==> src/rtl/serial_add_pkg.sv <==
// Shared types and constants for the bit-serial adder controller.
// Holds the FSM state encoding and the default operand width.
package serial_add_pkg;

    localparam int SERIAL_ADD_WIDTH = 8;

    typedef enum logic [1:0] {
        IDLE = 2'd0,
        RUN  = 2'd1,
        DONE = 2'd2
    } state_t;

endpackage

==> src/rtl/fulladder.sv <==
// Single-bit full adder; the only arithmetic element used by the serial adder.
module fulladder (
    input  logic a,
    input  logic b,
    input  logic cin,
    output logic s,
    output logic cout
);

    assign s    = a ^ b ^ cin;
    assign cout = (a & b) | (cin & (a ^ b));

endmodule

==> src/rtl/serial_add_ctrl.sv <==
// Bit-serial adder: computes {cout,sum} = a + b + cin one bit per cycle, LSB first,
// through a single shared full adder, with registered results held between operations.
module serial_add_ctrl
    import serial_add_pkg::*;
#(
    parameter int WIDTH = SERIAL_ADD_WIDTH
) (
    input  logic             clk,
    input  logic             rst_n,
    input  logic             start,
    input  logic [WIDTH-1:0] a,
    input  logic [WIDTH-1:0] b,
    input  logic             cin,
    output logic             busy,
    output logic             done,
    output logic [WIDTH-1:0] sum,
    output logic             cout
);

    localparam int CW = $clog2(WIDTH + 1);

    // Handshake: start is taken on any rising edge where the block is not busy
    // (IDLE or DONE); a, b and cin are captured only on that edge. busy is high for
    // exactly WIDTH cycles, then done pulses for one cycle while sum/cout already
    // hold the new result. start while busy is ignored.

    state_t           state;
    state_t           state_next;
    logic [WIDTH-1:0] opa;
    logic [WIDTH-1:0] opb;
    logic [WIDTH-1:0] res;
    logic [WIDTH-1:0] res_shifted;
    logic [WIDTH-1:0] sum_q;
    logic             carry;
    logic             cout_q;
    logic [CW-1:0]    cnt;
    logic             fa_s;
    logic             fa_c;
    logic             load;
    logic             step;
    logic             last;

    fulladder u_fa (
        .a    (opa[0]),
        .b    (opb[0]),
        .cin  (carry),
        .s    (fa_s),
        .cout (fa_c)
    );

    // New sum bit enters at the MSB; after WIDTH steps bit 0 sits at the LSB.
    assign res_shifted = WIDTH'({fa_s, res} >> 1);
    assign last        = (cnt == CW'(WIDTH - 1));

    always_ff @(posedge clk) begin
        if (!rst_n) begin
            state <= IDLE;
        end else begin
            state <= state_next;
        end
    end

    always_comb begin
        state_next = state;
        load       = 1'b0;
        step       = 1'b0;
        case (state)
            IDLE: begin
                if (start) begin
                    load       = 1'b1;
                    state_next = RUN;
                end
            end
            RUN: begin
                step = 1'b1;
                if (last) begin
                    state_next = DONE;
                end
            end
            DONE: begin
                if (start) begin
                    load       = 1'b1;
                    state_next = RUN;
                end else begin
                    state_next = IDLE;
                end
            end
            default: begin
                state_next = IDLE;
            end
        endcase
    end

    always_ff @(posedge clk) begin
        if (!rst_n) begin
            opa    <= '0;
            opb    <= '0;
            res    <= '0;
            carry  <= 1'b0;
            cnt    <= '0;
            sum_q  <= '0;
            cout_q <= 1'b0;
        end else if (load) begin
            opa   <= a;
            opb   <= b;
            carry <= cin;
            cnt   <= '0;
        end else if (step) begin
            opa   <= opa >> 1;
            opb   <= opb >> 1;
            res   <= res_shifted;
            carry <= fa_c;
            cnt   <= cnt + CW'(1);
            if (last) begin
                sum_q  <= res_shifted;
                cout_q <= fa_c;
            end
        end
    end

    assign busy = (state == RUN);
    assign done = (state == DONE);
    assign sum  = sum_q;
    assign cout = cout_q;

endmodule
==> config.mk <==
export PLATFORM = sky130hd
export DESIGN_NAME = serial_add_ctrl
export DESIGN_NICKNAME = d
export VERILOG_FILES = /design/src/rtl/serial_add_pkg.sv /design/src/rtl/fulladder.sv /design/src/rtl/serial_add_ctrl.sv
export SDC_FILE = /design/constraint.sdc
export NUM_CORES = 1
export LEC_CHECK = 0
export CORE_ASPECT_RATIO = 0.75
export CORE_MARGIN = 2
export CORE_UTILIZATION = 54
export DETAILED_ROUTE_END_ITERATION = 12
export PLACE_DENSITY = 0.83
export SYNTH_ARGS = -nofsm -noshare
export SYNTH_HDL_FRONTEND = slang
export SYNTH_HIERARCHICAL = 1
export SYNTH_SLANG_ARGS = --single-unit
==> constraint.sdc <==
create_clock -name clk -period 3.5 [get_ports clk]
set_input_delay 0.525 -clock clk [delete_from_list [all_inputs] [get_ports clk]]
set_output_delay 0.525 -clock clk [all_outputs]
set_load 0.03 [all_outputs]
* After elaboration in Yosys (flattened, before gate mapping)
Cells that the tools add are included.
** Word-level totals
- Output and inout port bits :: 11
- Register bits :: 40
** Operators by class
- Eq/ne operators :: 5
- Reductions and logical operators :: 7
- Add/subtract/negate cells :: 1
- Muxes and demuxes :: 13
- Bitwise gates (word level) :: 7
** Operators with widths (count)
- $mux W8 :: 4
- $mux W1 :: 6
- $pmux W2 S3 :: 1
- $add A4 B1 Y4 const B :: 1
- $eq A4 B3 Y1 const B :: 1
- $mux W2 :: 2
- $reduce_and A2 Y1 :: 2
- $reduce_or A2 Y1 :: 2
- $reduce_and A3 Y1 :: 1
- $and A1 B1 Y1 :: 2
- $eq A2 B1 Y1 const B :: 1
- $eq A2 B2 Y1 const B :: 1
- $logic_not A2 Y1 :: 1
- $ne A2 B1 Y1 const B :: 1
- $ne A2 B2 Y1 const B :: 1
- $not A1 Y1 :: 2
- $reduce_bool A2 Y1 :: 1
- $xor A1 B1 Y1 :: 2
- $or A1 B1 Y1 :: 1

* Logic depth before layout (Yosys ltp)
Gate-level depths: netlist (run 1).
- Word-level depth :: 5
- Mapped depth :: 5
- Mapped depth without buffers :: 4

* Hierarchy
The synthesis (run 1) kept the hierarchy.
** By module, submodules not included
- serial_add_ctrl :: times used 1, sequential area each 780.7 sq um, area an instance 1579.0 sq um, cells an instance 184
- fulladder :: times used 1, sequential area each 0.0 sq um, area an instance 20.0 sq um, cells an instance 1

* Worst setup path before layout (run 1)
OpenSTA, ideal clock, no wires.
- Kind :: register to output
- From :: register state[1]
- To :: output port busy
- Data required time :: 2975 ps
- Cell stages (with the launch flop) :: 4
- Buffers on the path :: 1
- Arrival :: 850 ps
- Slack :: 2125 ps
- Path through :: dfxtp_1 > nand2b_1 > clkinv_1 > buf_2
** Between the ends
- Word-level cells in the longest chain between the ends :: 1
** Ends and longest elaborated chain
- from (decl) :: RTL line serial_add_ctrl.sv:27 : state_t state;
- from (signal assigned) :: RTL line serial_add_ctrl.sv:59 : state <= state_next;
- $eq A2 B1 Y1 :: RTL line serial_add_ctrl.sv:121 : assign busy = (state == RUN);
- to (decl) :: RTL line serial_add_ctrl.sv:14 : output logic busy,
No other way between the ends.

* Worst setup path in the final report (run 1)
- From :: register state[0]
- To :: output port busy
Same word-level chain as after synthesis.

==> results of run 1 <==
logic make-up (layout without fill, tap and decap cells):
kind of cell / count (synthesis) / after routing / synth area share, %
buffers and inverters: 15 / 42 / 4.85
muxes: 9 / 9 / 5.63
DFF: 39 / 39 / 48.8
and+or+nand+nor: 81 / 81 / 21.9
adders and majority gates: 2 / 2 / 2.03
xor gates and xnor gates: 2 / 2 / 1.10
AOI/OAI and AO/OA: 37 / 37 / 15.6
per-stage QoR:
| stage | area, um^2 | hold WS, ns |
|---|---|---|
| after floorplan | 1600 | 0.432 |
| after global placement | 1900 | 0.440 |
| after detailed placement | 1900 | 0.448 |
| after CTS | 1980 | 0.460 |
| after global routing | 1980 | 0.479 |
| final | 1980 | 0.459 |
sequential cells by signal (all words and copies together) (netlist names):
signal  flops
state       2
opa         8
sum         8
res         7
cnt         4
cout        1
opb         8
carry       1
path summary, 6_finish.rpt:
check,end,from,cells after the start
hold reg to reg,opb[7]$_SDFFE_PN0P_,opb[7]$_SDFFE_PN0P_,2
hold / removal,opb[7]$_SDFFE_PN0P_,opb[7]$_SDFFE_PN0P_,2
setup reg to reg,cnt[1]$_SDFFE_PP0P_,state[0]$_SDFFE_PN0P_,3
setup / recovery,busy,state[0]$_SDFFE_PN0P_,3
layout make-up:
type                            count  share of cell area (%)
Clock buffer                        5                    3.48
Clock inverter                      3                   0.759
Inverter                            1                   0.190
Multi-Input combinational cell    131                    37.4
Sequential cell                    39                    39.4
Tap cell                           38                    2.40
Timing Repair Buffer               33                    16.3
worst max-delay path: stages, from the launching register on:
cell and delay, ns:
dfxtp_1 0.40, nand2b_1 0.12, clkinv_1 0.08, clkdlybuf4s50_1 0.67
synth_stat cells, drive strengths merged:
cell type  instances  area (um^2)
nand2             53          199
dfxtp             39          781
a21boi            10         75.1
buf                9         53.8
mux2i              9         90.1
nor2               9         41.3
o21ai              8         40.0
a31oi              7         43.8
nor3               6         30.0
o221ai             6         52.6
clkbuf             5         20.0
a21oi              4         23.8
nand3              4         20.0
a22oi              2         15.0
nand2b             2         12.5
nand3b             2         15.0
nor2b              2         12.5
and2               1         6.26
and2b              1         7.51
clkinv             1         3.75
fa                 1         20.0
ha                 1         12.5
or3                1         6.26
xnor2              1         8.76
xor2               1         8.76
power by group:
part | internal [uW] | switching [uW] | leakage [uW]
Clock | 136 | 148 | 0.0000477
Combinational | 47.9 | 58.5 | 0.000310
Sequential | 465 | 12.8 | 0.000318
per-layer routing:
metal | track usage [%] | wire, um | up-vias
li1 | - | - | 680
met1 | 26.1 | 1430 | 607
met2 | 36.2 | 1600 | 46
met3 | 4.85 | 196 | 10
met4 | 9.86 | 85 | 0
met5 | 0 | 0 | -
==> flow_summary.yaml, run 1 <==
run_status:
  status: "finished clean"
grt:
  antenna_found_initial: 0
  grtUsageTotal_pct: 21.4
  grt_pass1_wl_mm: 5.47
  grt_max_degree: 46
  grt_pass1_vias: 1264
  gr-total-overflow: 0
clocking:
  post_cts_buffers: 0
  path_clk_slew_ns: 0.08
  clockBufferDepth: 2
  cts_made_buffers: 5
  cts_tree: "built"
  htreeDepth: 2
  ctsHoldBuffers: 0
  cts.repair.resized: 0
  cts_num_sinks: 39
  clock_latency_ns: 0.28
  ctsRootBufferMaster: "clkbuf_8"
sta:
  tns_ns: 0
  slew_viol_final: 0
  fin_skew_ns: 0.00708
  max_freq_mhz: 480
  fin_crit_sh_pct: 59.5
  period_needed_ns: 2.08
  hold_violations: 0
  finalWorstSetupSlack_ns: 1.42
  worst_slew_pin_slew_ns: 0.851
  slew_headroom_pct: 43.3
  rsz0062_at_grt: "false"
  setup_viol: 0
floorplanning:
  dieArea_um2: 3420
  die_h_um: 51.1
  ios: 31
  core_um2: 2870
  rows: 17
  initial_core_util_pct: 55.7
  dieWidth_um: 66.8
placed_design:
  dp_cells: 242
  gp_routability_congestion: 0.776
  hpwl_mm: 2.24
  dp_slack_ns: 1.41
  io_buffers: 30
power:
  p_leak_uw: 0.000676
  p_per_area_nw_per_um2: 439
  power.total_uw: 868
  irDropWorstVdd_v: 0.000329
setup_path:
  path_class: "register to output port"
  crit_arrival_ns: 1.56
  r2r_setup_slack_ns: 1.85
  endpoint_kind: "output port"
  cp_max_fo: 5
  startpoint_type: "register"
  cp.required_ns: 2.97
logic_synthesis:
  yosys_warnings: 6
  ys_seq_area_share_pct: 48.8
  postSynthAreaPerCell_um2: 8.64
  syn_inst: 185
  syn-num-nets: 207
  ys_ff_latch: 39
  synth_area_um2: 1600
  ys_types: 30
routing:
  route.detailed.wl_per_inst_um: 13.3
  dr.first_iter.drc_count: 97
  route.detailed.drc: 0
  firstDrtPassIters: 4
  ant_nets: 0
  wirelength_mm: 3.32
  via_per_inst: 5.37
  vias: 1343
job:
  cap_viol_max_count: 0
final_layout:
  fin_cells: 250
  fill_cells: 241
  regArea_um2: 781
  multi_input_area_um2: 741
  layout_commonest_cell: "nand2_1"
  fin_nets: 233
  final_cell_mix: "53 x nand2_1, 39 x dfxtp_1, 30 x clkdlybuf4s50_1, 10 x a21boi_0, 9 x mux2i_1"
  antenna_cells: 0
  layout-drive-gt1-share_pct: 6.13
  syn2layout_area_growth_pct: 23.8
  fin_util_pct: 68.9
hold_path:
  hp-class: "register to register"
Note: power is estimated with default switching activity, not from simulation.
==> run 2: changes to the inputs <==
--- a/config.mk
+++ b/config.mk
@@ -7,9 +7,9 @@
 export LEC_CHECK = 0
 export CORE_ASPECT_RATIO = 0.75
 export CORE_MARGIN = 2
-export CORE_UTILIZATION = 54
+export CORE_UTILIZATION = 50
 export DETAILED_ROUTE_END_ITERATION = 12
-export PLACE_DENSITY = 0.83
+export PLACE_DENSITY = 0.77
 export SYNTH_ARGS = -nofsm -noshare
 export SYNTH_HDL_FRONTEND = slang
 export SYNTH_HIERARCHICAL = 1
==> constraint.sdc (replaced) <==
create_clock -name clk -period 2.17 [get_ports clk]
set_input_delay 0.3255 -clock clk [delete_from_list [all_inputs] [get_ports clk]]
set_output_delay 0.3255 -clock clk [all_outputs]
set_load 0.03 [all_outputs]
==> flow_summary.yaml, run 2 (same netlist as run 1, synthesis figures left out) <==
grt:
  grt_pass1_vias: 1341
  grt_pass1_wl_mm: 5.75
  grt_max_degree: 29
  grtUsageTotal_pct: 20.3
  antenna_found_initial: 0
  gr-total-overflow: 0
clocking:
  post_cts_buffers: 0
  clockBufferDepth: 2
  cts.repair.resized: 0
  ctsHoldBuffers: 0
  clock_latency_ns: 0.29
  path_clk_slew_ns: 0.07
  cts_made_buffers: 5
  ctsRootBufferMaster: "clkbuf_8"
  htreeDepth: 2
  cts_tree: "built"
  cts_num_sinks: 39
sta:
  fin_crit_sh_pct: 86.6
  finalWorstSetupSlack_ns: 0.291
  holdWs_ns: 0.460
  hold_violations: 0
  period_needed_ns: 1.88
  slew_viol_final: 0
  setup_viol: 0
  worst_slew_pin_slew_ns: 0.617
  max_freq_mhz: 532
  rsz0062_at_grt: "false"
  fin_skew_ns: 0.00203
  tns_ns: 0
  slew_headroom_pct: 58.7
floorplanning:
  ios: 31
  die_h_um: 53.0
  dieArea_um2: 3670
  core_um2: 3000
  rows: 17
  initial_core_util_pct: 53.3
  dieWidth_um: 69.3
routing:
  via_per_inst: 5.44
  firstDrtPassIters: 4
  vias: 1370
  dr.first_iter.drc_count: 62
  route.detailed.drc: 0
  route.detailed.wl_per_inst_um: 13.4
  wirelength_mm: 3.38
  ant_nets: 0
final_layout:
  layout-drive-gt1-share_pct: 6.54
  syn2layout_area_growth_pct: 25.7
  fin_area_um2: 2010
  antenna_cells: 0
  final_cell_mix: "53 x nand2_1, 39 x dfxtp_1, 30 x clkdlybuf4s50_1, 10 x a21boi_0, 9 x mux2i_1"
  fin_nets: 235
  layout_commonest_cell: "nand2_1"
power:
  p_leak_uw: 0.000689
  switching_share_pct: 24.1
  p_int_uw: 1120
  switching_power_uw: 356
  pwr-share-comb_pct: 11.7
  p_seq_share_pct: 52.3
  p_per_area_nw_per_um2: 733
  clock_power_share_pct: 36.0
  irDropWorstVdd_v: 0.000361
placed_design:
  dp_slack_ns: 0.384
  placed_area_um2: 1910
  io_buffers: 30
  hpwl_mm: 2.30
  gp_routability_congestion: 0.707
run_status:
  status: "finished clean"
setup_path:
  startpoint_type: "register"
  cp.required_ns: 1.84
  crit_arrival_ns: 1.55
  r2r_cells: 4
  path_class: "register to output port"
  cp_max_fo: 5
  endpoint_kind: "output port"
job:
  cap_viol_max_count: 0
hold_path:
  hp-class: "register to register"
  holdPathStages: 2
run 2: cell count changes in the layout (fill, tap and decap cells not counted):
cell	change
clkbuf_1	+1
clkbuf_8	+2
clkinv_2	-3
buf_4	+2
run 2: power by group through the flow:
stage	registers [uW]	logic [uW]	clock network, uW
6_report	772	172	531
5_1_grt	775	191	566
4_1_cts	771	172	538
3_5_place_dp	787	171	0
3_3_place_gp	785	167	0
2_1_floorplan	781	114	0
run 2: cell type report:
type                       instances  area (um^2)
inverter                           1         3.75
multi-input combinational        131          741
timing repair buffer              35          338
tap                               38         47.5
fill                             251          988
clock buffer                       8          100
sequential                        39          781
run 2: through the flow:
stage	std cells	total power, uW	utilization, %
floorplan	185	896	-
global placement	244	951	63.7
detailed placement	244	957	63.7
CTS	252	1480	67.0
global route	252	1530	67.0
finish	252	1470	67.0
run 2: path summary, 6_finish.rpt:
kind	start	endpoint	slack (ns)
worst max-delay path	state[0]$_SDFFE_PN0P_	busy	0.29
worst min-delay path	cout$_SDFFE_PN0P_	cout$_SDFFE_PN0P_	0.46
worst max register to register	state[0]$_SDFFE_PN0P_	sum[7]$_SDFFE_PN0P_	0.73
worst min register to register	cout$_SDFFE_PN0P_	cout$_SDFFE_PN0P_	0.46
run 2: metal layers:
| layer | track usage (%) | vias up | wire length (um) |
|---|---|---|---|
| met5 | 0 | - | 0 |
| met4 | 11.4 | 0 | 44 |
| met3 | 6.48 | 5 | 160 |
| met2 | 34.6 | 31 | 1670 |
| li1 | - | 680 | - |
| met1 | 22.9 | 654 | 1500 |
run 2: critical path: stages, from the launching register on:
cell	delay (ns)
dfxtp_1	0.38
nand2b_1	0.13
clkinv_1	0.09
clkdlybuf4s50_1	0.66
==> run 3: changes to the inputs <==
--- a/config.mk
+++ b/config.mk
@@ -9,6 +9,7 @@
 export CORE_MARGIN = 2
 export CORE_UTILIZATION = 50
 export DETAILED_ROUTE_END_ITERATION = 12
+export MAX_ROUTING_LAYER = met4
 export PLACE_DENSITY = 0.77
 export SYNTH_ARGS = -nofsm -noshare
 export SYNTH_HDL_FRONTEND = slang
==> flow_summary.yaml, run 3 (same netlist as run 1, synthesis figures left out) <==
run_status:
  status: "finished clean"
final_layout:
  layout_commonest_cell: "nand2_1"
  antenna_cells: 0
  layout-drive-gt1-share_pct: 6.54
  final_cell_mix: "53 x nand2_1, 39 x dfxtp_1, 30 x clkdlybuf4s50_1, 10 x a21boi_0, 9 x mux2i_1"
  fin_nets: 235
  fin_util_pct: 67.0
  syn2layout_area_growth_pct: 25.7
placed_design:
  io_buffers: 30
  gp_routability_congestion: 0.715
  hpwl_mm: 2.30
  dp_slack_ns: 0.384
setup_path:
  cp_max_fo: 5
  endpoint: "busy"
  crit_arrival_ns: 1.56
  startpoint_type: "register"
  r2r_cells: 4
  cp.required_ns: 1.84
  startpoint: "state[0]$_SDFFE_PN0P_"
  path_class: "register to output port"
  r2r_setup_slack_ns: 0.73
  endpoint_kind: "output port"
  r2r-end: "sum[7]$_SDFFE_PN0P_"
  r2r_start: "state[0]$_SDFFE_PN0P_"
power:
  irDropWorstVdd_v: 0.000361
  p_seq_share_pct: 52.2
  p_leak_uw: 0.000689
  switching_share_pct: 24.2
  pwr-share-comb_pct: 11.6
  clock_power_share_pct: 36.1
  switching_power_uw: 358
  p_per_area_nw_per_um2: 735
  p_int_uw: 1120
sta:
  period_needed_ns: 1.88
  slew_viol_final: 0
  setup_viol: 0
  worst_slew_pin_slew_ns: 0.610
  hold_violations: 0
  finalWorstSetupSlack_ns: 0.288
  fin_skew_ns: 0.00225
  fin_crit_sh_pct: 86.7
  tns_ns: 0
  max_freq_mhz: 531
  slew_headroom_pct: 59.2
  rsz0062_at_grt: "false"
routing:
  route.detailed.wl_per_inst_um: 13.4
  vias: 1383
  ant_nets: 0
  via_per_inst: 5.49
  dr.first_iter.drc_count: 65
  route.detailed.drc: 0
  wirelength_mm: 3.38
  firstDrtPassIters: 4
clocking:
  clockBufferDepth: 2
  cts_made_buffers: 5
  ctsHoldBuffers: 0
  cts_tree: "built"
  clock_latency_ns: 0.29
  path_clk_slew_ns: 0.07
  ctsRootBufferMaster: "clkbuf_8"
  cts_num_sinks: 39
  htreeDepth: 2
  post_cts_buffers: 0
  cts.repair.resized: 0
grt:
  antenna_found_initial: 0
  grt_max_degree: 29
  grt_pass1_wl_mm: 5.75
  gr-total-overflow: 0
  grtUsageTotal_pct: 20.8
  grt_pass1_vias: 1339
job:
  cap_viol_max_count: 0
floorplanning:
  die_h_um: 53.0
  dieArea_um2: 3670
  dieWidth_um: 69.3
  rows: 17
  ios: 31
  initial_core_util_pct: 53.3
  core_um2: 3000
hold_path:
  hp-class: "register to register"
## run 3: cell counts in the layout (fill, tap and decap cells not counted)
No cell type changed its count.
## run 3: per-layer routing
| metal | vias up | part of all wire, % | global-route usage [%] |
|---|---|---|---|
| met5 | - | 0 | - |
| met4 | 0 | 1.3 | 11.4 |
| met3 | 6 | 5.5 | 6.48 |
| met2 | 32 | 50 | 34.6 |
| met1 | 665 | 43 | 22.9 |
| li1 | 680 | - | - |
## run 3: worst min-delay path by stage
stage / start / end / cells after the start
after floorplan: opb[7]$_SDFFE_PN0P_ / opb[7]$_SDFFE_PN0P_ / 2
after global placement: opb[7]$_SDFFE_PN0P_ / opb[7]$_SDFFE_PN0P_ / 2
after detailed placement: sum[6]$_SDFFE_PN0P_ / sum[6]$_SDFFE_PN0P_ / 2
after CTS: cout$_SDFFE_PN0P_ / cout$_SDFFE_PN0P_ / 2
after global routing: sum[1]$_SDFFE_PN0P_ / sum[1]$_SDFFE_PN0P_ / 2
final: cout$_SDFFE_PN0P_ / cout$_SDFFE_PN0P_ / 2
## run 3: cell type report
| class | instances | area (um^2) |
|---|---|---|
| repair buffers | 35 | 338 |
| clock buffers | 8 | 100 |
| flip-flops and latches | 39 | 781 |
| well taps | 38 | 47.5 |
| inverters | 1 | 3.75 |
| multi-input cells | 131 | 741 |
| fillers | 251 | 988 |
## run 3: per-stage QoR
stage | instances | instance area (um^2) | total power [uW] | hold WS (ns)
after floorplan | 185 | 1600 | 896 | 0.432
after global placement | 244 | 1910 | 951 | 0.441
after detailed placement | 244 | 1910 | 957 | 0.453
after CTS | 252 | 2010 | 1480 | 0.465
after global routing | 252 | 2010 | 1530 | 0.478
final | 252 | 2010 | 1480 | 0.461
## run 3: worst max-delay path, stage by stage, from the launching register on
cell,delay [ns]
dfxtp_1,0.38
nand2b_1,0.13
clkinv_1,0.09
clkdlybuf4s50_1,0.66
## run 3: power groups by stage
stage               clock network, uW  logic, uW  registers [uW]
floorplan                           0        114             781
global placement                    0        167             785
detailed placement                  0        171             787
CTS                               538        172             771
global route                      566        191             775
finish                            534        172             771
